<file path="config.mk">
export PLATFORM = sky130hd
export DESIGN_NAME = trig_scheduler
export DESIGN_NICKNAME = d
export VERILOG_FILES = /design/src/rtl/trig_scheduler.sv
export SDC_FILE = /design/constraint.sdc
export NUM_CORES = 1
export LEC_CHECK = 0
export CAP_MARGIN = 25
export CORE_MARGIN = 2
export CORE_UTILIZATION = 58
export CTS_CLUSTER_DIAMETER = 200
export CTS_CLUSTER_SIZE = 10
export DETAILED_ROUTE_END_ITERATION = 8
export GPL_TIMING_DRIVEN = 0
export MAX_ROUTING_LAYER = met4
export PLACE_DENSITY_LB_ADDON = 0.12
export SYNTH_ARGS = -nofsm -noshare
export SYNTH_HDL_FRONTEND = slang
export SYNTH_SLANG_ARGS = --single-unit
</file>
<file path="constraint.sdc">
create_clock -name clk_adc -period 8.3 [get_ports clk_adc]
set_clock_uncertainty 0.1 [all_clocks]
set_input_delay 2.49 -clock clk_adc [delete_from_list [all_inputs] [get_ports clk_adc]]
set_output_delay 2.49 -clock clk_adc [all_outputs]
set_load 0.02 [all_outputs]
</file>
<file path="src/rtl/trig_scheduler.sv">
// Trigger scheduler: round-robin arbitration over masked trigger requests,
// prescale/busy vetoing, fixed-width pulse with dead time, and a record FIFO.
module trig_scheduler #(
  parameter int NREQ       = 8,
  parameter int FIFO_DEPTH = 4,
  localparam int IDW = (NREQ > 1) ? $clog2(NREQ) : 1,
  localparam int AW  = (FIFO_DEPTH > 1) ? $clog2(FIFO_DEPTH) : 1,
  localparam int CW  = $clog2(FIFO_DEPTH + 1)
) (
  input  logic            clk_adc,
  input  logic            rst,
  input  logic [NREQ-1:0] req,
  input  logic [NREQ-1:0] req_mask,
  input  logic            busy,
  input  logic [31:0]     randnum,
  input  logic [31:0]     prescale,
  input  logic [7:0]      pulse_len,
  input  logic [7:0]      dead_time,
  output logic            trig_out,
  output logic [IDW-1:0]  trig_id,
  output logic [55:0]     timestamp,
  output logic            rec_valid,
  input  logic            rec_ready,
  output logic [IDW-1:0]  rec_id,
  output logic [55:0]     rec_time,
  output logic [31:0]     fire_count,
  output logic [31:0]     veto_count,
  output logic            overflow
);

  // state | meaning
  // IDLE  | sampling candidates; grant, veto or wait
  // FIRE  | trig_out high, r_cnt counts down the latched pulse width
  // DEAD  | trig_out low, r_cnt counts down the latched dead time
  typedef enum logic [1:0] {
    S_IDLE = 2'd0,
    S_FIRE = 2'd1,
    S_DEAD = 2'd2
  } state_t;

  state_t         r_state;
  logic [7:0]     r_cnt;
  logic [7:0]     r_dead;
  logic [IDW-1:0] r_ptr;
  logic           r_trig_out;
  logic [IDW-1:0] r_trig_id;
  logic [55:0]    r_ts;
  logic [31:0]    r_fire_cnt;
  logic [31:0]    r_veto_cnt;
  logic           r_ovf;

  logic [IDW-1:0] r_mem_id [FIFO_DEPTH];
  logic [55:0]    r_mem_ts [FIFO_DEPTH];
  logic [AW-1:0]  r_wr;
  logic [AW-1:0]  r_rd;
  logic [CW-1:0]  r_count;

  logic [NREQ-1:0] w_cand;
  logic            w_any;
  logic [IDW-1:0]  w_grant;
  logic            w_pre_ok;
  logic            w_idle;
  logic            w_fire;
  logic            w_veto;
  logic            w_full;
  logic            w_empty;
  logic            w_pop;
  logic            w_push;

  assign w_cand   = req & req_mask;
  assign w_pre_ok = (randnum <= prescale);
  assign w_idle   = (r_state == S_IDLE);

  // First candidate at or after r_ptr; NREQ is a power of two so the
  // index wraps naturally in IDW bits.
  always_comb begin
    logic [IDW-1:0] idx;
    w_any   = 1'b0;
    w_grant = '0;
    idx     = '0;
    for (int i = 0; i < NREQ; i++) begin
      idx = r_ptr + IDW'(i);
      if (!w_any && w_cand[idx]) begin
        w_any   = 1'b1;
        w_grant = idx;
      end
    end
  end

  assign w_fire  = w_idle & w_any & ~busy & w_pre_ok;
  assign w_veto  = w_idle & w_any & (busy | ~w_pre_ok);

  assign w_full  = (r_count == CW'(FIFO_DEPTH));
  assign w_empty = (r_count == '0);
  assign w_pop   = ~w_empty & rec_ready;
  assign w_push  = w_fire & (~w_full | w_pop);

  function automatic logic [AW-1:0] f_nxt(input logic [AW-1:0] p);
    return (p == AW'(FIFO_DEPTH - 1)) ? '0 : p + 1'b1;
  endfunction

  always_ff @(posedge clk_adc) begin
    if (rst) begin
      r_state    <= S_IDLE;
      r_cnt      <= '0;
      r_dead     <= '0;
      r_ptr      <= '0;
      r_trig_out <= 1'b0;
      r_trig_id  <= '0;
      r_ts       <= '0;
      r_fire_cnt <= '0;
      r_veto_cnt <= '0;
    end else begin
      r_ts <= r_ts + 1'b1;
      case (r_state)
        S_IDLE: begin
          if (w_fire) begin
            r_state    <= S_FIRE;
            r_trig_out <= 1'b1;
            r_trig_id  <= w_grant;
            r_ptr      <= w_grant + 1'b1;
            r_fire_cnt <= r_fire_cnt + 1'b1;
            r_cnt      <= (pulse_len == 8'd0) ? 8'd0 : pulse_len - 8'd1;
            r_dead     <= dead_time;
          end else if (w_veto) begin
            r_veto_cnt <= r_veto_cnt + 1'b1;
            // a busy veto keeps the pointer so the same requester retries
            if (!busy) r_ptr <= w_grant + 1'b1;
          end
        end
        S_FIRE: begin
          if (r_cnt == 8'd0) begin
            r_trig_out <= 1'b0;
            if (r_dead != 8'd0) begin
              r_state <= S_DEAD;
              r_cnt   <= r_dead - 8'd1;
            end else begin
              r_state <= S_IDLE;
            end
          end else begin
            r_cnt <= r_cnt - 8'd1;
          end
        end
        S_DEAD: begin
          if (r_cnt == 8'd0) r_state <= S_IDLE;
          else               r_cnt   <= r_cnt - 8'd1;
        end
        default: r_state <= S_IDLE;
      endcase
    end
  end

  always_ff @(posedge clk_adc) begin
    if (rst) begin
      r_wr    <= '0;
      r_rd    <= '0;
      r_count <= '0;
      r_ovf   <= 1'b0;
    end else begin
      if (w_push) r_wr <= f_nxt(r_wr);
      if (w_pop)  r_rd <= f_nxt(r_rd);
      case ({w_push, w_pop})
        2'b10:   r_count <= r_count + 1'b1;
        2'b01:   r_count <= r_count - 1'b1;
        default: r_count <= r_count;
      endcase
      if (w_fire && w_full && !w_pop) r_ovf <= 1'b1;
    end
  end

  // Storage needs no reset; validity is tracked by r_count.
  always_ff @(posedge clk_adc) begin
    if (w_push) begin
      r_mem_id[r_wr] <= w_grant;
      r_mem_ts[r_wr] <= r_ts;
    end
  end

  assign trig_out   = r_trig_out;
  assign trig_id    = r_trig_id;
  assign timestamp  = r_ts;
  assign fire_count = r_fire_cnt;
  assign veto_count = r_veto_cnt;
  assign overflow   = r_ovf;
  assign rec_valid  = ~w_empty;
  assign rec_id     = r_mem_id[r_rd];
  assign rec_time   = r_mem_ts[r_rd];

endmodule
</file>
==> flow_metrics.tcl <==
set metrics [dict create \
    status "complete, no violations" \
    ys_seq_area_share_pct 57.8 \
    vdd_ir_drop_max_mv 0.176 \
    top_level_ports 285 \
    cts_setup_buffers 0 \
    timing.final.hold_violations 0 \
    achievable_clock_frequency_ghz 0.149 \
    first_pass_grt_wire_length_mm 66.4 \
    worst_hold_depth 2 \
    synth.largest_area_cell "edfxtp_1" \
    detailedPlace.worstSlack_ps 1050 \
    p_total_mw 6.04 \
    p_seq_share_pct 39.0 \
    ys_seq_elements 391 \
    die_extent_in_y_um 178 \
    post-route-drc-count 0 \
    worst_r2r_path_depth 15 \
    cts_repair_resize_count 0 \
    setup.worst_path.class "in -> reg" \
    post_cts_clock_slew_at_the_launch_and_capture_registers_of_the_worst_setup_and_hold_paths_ps 60 \
    power.switching_mw 1.91 \
    tritoncts_clock_tree "yes" \
    relative_slew_slack_pct 33.0 \
    r2r_start "r_ptr[1]" \
    min_from "trig_id[1]" \
    wire_per_inst_um 19.4 \
    synth.top_cell.area_share_pct 40.2 \
    crit_path_top_delay_cell "nor2_1" \
    worst-path-max-fanout 10 \
    post_synth_design_cell_area_um2 17600 \
    postLayoutSetupSlackWorst_ps 1590 \
    io_buffers 283 \
    detailedRoute.firstPassIterationCount 5 \
    p_per_cell_area_nw_per_um2 270 \
    cts_hold_buf 0 \
    vias_in_the_first_global_route 12700 \
    clk-insertion-delay-late_ps 550 \
    totalNegativeSetupSlack_ps 0 \
    num-fill-cells 1939 \
    grt_start_max_net_pins 60 \
    global_route.overflow_total 0 \
    fin_nets 1911 \
    clock-root-buffer "clkbuf_16" \
    synth_flop_cell "edfxtp_1" \
    tightest_slew_ps 996 \
    leakage_nw 7.61 \
    worstHoldPathType "reg -> reg" \
    htree_num_levels 2 \
    avgSynthCellArea_um2 12.4 \
    internal_power_mw 4.13 \
    final_layout_size_suffix_gt1_share_pct 8.66 \
    die_x_um 178 \
    synth_common_cells "edfxtp_1 (236), dfxtp_1 (155), nor2_1 (135), nand2_1 (108), a21oi_1 (76)" \
    synth.top_cells.by_area "edfxtp_1 (40%), dfxtp_1 (18%), mux4_2 (9.3%)" \
    coreArea_um2 29800 \
    timing.critical_path.cells "clkdlybuf4s50_1 -> inv_1 -> ha_1 -> a21oi_1 -> o21ai_0 -> a2111o_1 -> o31a_1 -> or2_2 -> clkbuf_1 -> nor2_1 -> clkbuf_1 -> nor2_1 -> fa_1 -> and2_1 -> a22oi_1 -> mux2_2" \
    vias 12700 \
    vias_cell 5.84 \
    final_min_period_over_clock_period_pct 80.9 \
    sw_frac_of_total_pct 31.6 \
    cts-buffers-inserted 45 \
    timing.critical_path.required_ps 8640 \
    syn_nets 1578 \
    regToRegEndpoint "r_count[2]" \
    setup.worst_path.start_class "primary input" \
    row_count 63 \
    layout-area-overhead-vs-synth_pct 26.7 \
    critPathMaxStageDelay_ps 480 \
    pwr-share-comb_pct 31.8 \
    drt-initial-drc-count 928 \
    clock_sinks 391 \
    dieArea_um2 31800 \
    holdPathEnd "trig_id[1]" \
    setup_viol_count_final 0 \
    yosysMostFrequentCell "edfxtp_1" \
    period_minus_slack_ps 6710 \
    global_route.usage.total_pct 27.5 \
    antenna_violations_before_repair 2 \
    routed_wirelength_mm 42.4 \
    initial_utilization_pct 59.2 \
    yosys.cell_types.count 66 \
    cap_viol_max_count 0 \
    synth-edff-count 236 \
    finalMaxSlewViolations 0 \
    synth-warning-count 0 \
    power_frac_clock_pct 29.3 \
    grt_setup_unrepaired "false" \
    post_detailed_placement_half_perimeter_wirelength_mm 29.3 \
    arrival_time_worst_endpoint_ps 7050 \
    antenna_left 0 \
    syn_inst 1425 \
    synthArstFlopShare_pct 0 \
    gpl.final_weighted_congestion 0.943 \
    worst_setup_end_kind "register" \
    setup.reg_to_reg.worst_slack_ps 3750 \
    cts_buffer_depth 3 \
]
==> per-layer routing <==
| layer | share of wire, % | up-vias | global-route usage [%] |
|---|---|---|---|
| li1 | - | 5999 | - |
| met1 | 41 | 6205 | 33.9 |
| met2 | 49 | 452 | 45.6 |
| met3 | 7.1 | 78 | 5.88 |
| met4 | 2.6 | 0 | 8.74 |
| met5 | 0 | - | - |
==> worst max path at each step <==
stage                 start         endpoint  slack (ps)
2_1_floorplan  prescale[29]   r_mem_id[0][0]        1870
3_5_place_dp   prescale[19]       r_count[2]        1050
3_3_place_gp   prescale[19]  r_mem_ts[2][29]         120
5_1_grt        prescale[19]       r_count[2]        1310
6_report       prescale[19]       r_count[2]        1590
4_1_cts        prescale[19]       r_count[2]        1600
==> power by group through the flow <==
stage | Combinational, mW | Sequential (mW) | Clock [mW]
detailed placement | 1.91 | 2.39 | 0
global route | 2.07 | 2.37 | 1.86
global placement | 1.87 | 2.39 | 0
finish | 1.92 | 2.35 | 1.77
CTS | 1.92 | 2.35 | 1.79
floorplan | 1.25 | 2.38 | 0
==> logic make-up after synthesis <==
logic type               count (synthesis)  synth area share, %
multiplexers                            87                 10.2
buffers and inverters                  121                 2.73
XOR/XNOR                               103                 5.11
adder cells (fa/ha/maj)                 53                 3.80
flip-flops                             391                 57.8
AO/OA/AOI/OAI                          197                 6.92
AND/OR/NAND/NOR                        473                 13.5
==> placed cells by master, fill, tap and decap left out, types with 28 or more instances in the layout <==
| cell type | n |
|---|---|
| a21oi_1 | 76 |
| clkbuf_1 | 70 |
| clkbuf_16 | 45 |
| clkdlybuf4s50_1 | 283 |
| dfxtp_1 | 155 |
| edfxtp_1 | 236 |
| ha_1 | 52 |
| inv_1 | 65 |
| mux4_2 | 73 |
| nand2_1 | 108 |
| nand3_1 | 31 |
| nand4_1 | 32 |
| nor2_1 | 135 |
| o21ai_0 | 46 |
| or3_1 | 28 |
| xnor2_1 | 52 |
| xor2_1 | 51 |
==> layout make-up <==
cell class	instances	area (um2)	area share [%]
plain buffers	55	234	1.05
repair buffers	286	2900	13.0
diodes	2	5.00	0.0224
inverters	66	248	1.11
flip-flops and latches	391	10200	45.6
clock buffers	75	1240	5.54
multi-input cells	913	6980	31.2
clock inverters	4	67.6	0.302
well taps	390	488	2.18
==> stage by stage <==
| step | cell area [um2] | hold slack [ps] | util, % | cells |
|---|---|---|---|---|
| after global routing | 22400 | 396 | 75.0 | 2182 |
| after floorplan | 17600 | 354 | - | 1425 |
| after CTS | 22300 | 365 | 75.0 | 2179 |
| after global placement | 21000 | 349 | 70.4 | 2098 |
| after detailed placement | 21000 | 353 | 70.6 | 2100 |
| final | 22400 | 366 | 75.0 | 2182 |
==> worst max-delay path, delay by kind of cell <==
family | cells | cell delay [ps]
AOI/OAI and AO/OA | 5 | 1250
adders and majority gates | 2 | 680
buffers and inverters | 4 | 1180
muxes | 1 | 350
and+or+nand+nor | 4 | 1110
==> sequential cells by signal, summed over array words and instances (netlist names), 3 cells and up, named ones only <==
name / count
r_mem_ts: 224
veto_count: 32
r_dead: 8
trig_id: 3
timestamp: 56
fire_count: 32
r_ptr: 3
r_cnt: 8
r_count: 3
r_mem_id: 12
(Power assumes the default switching activity.)
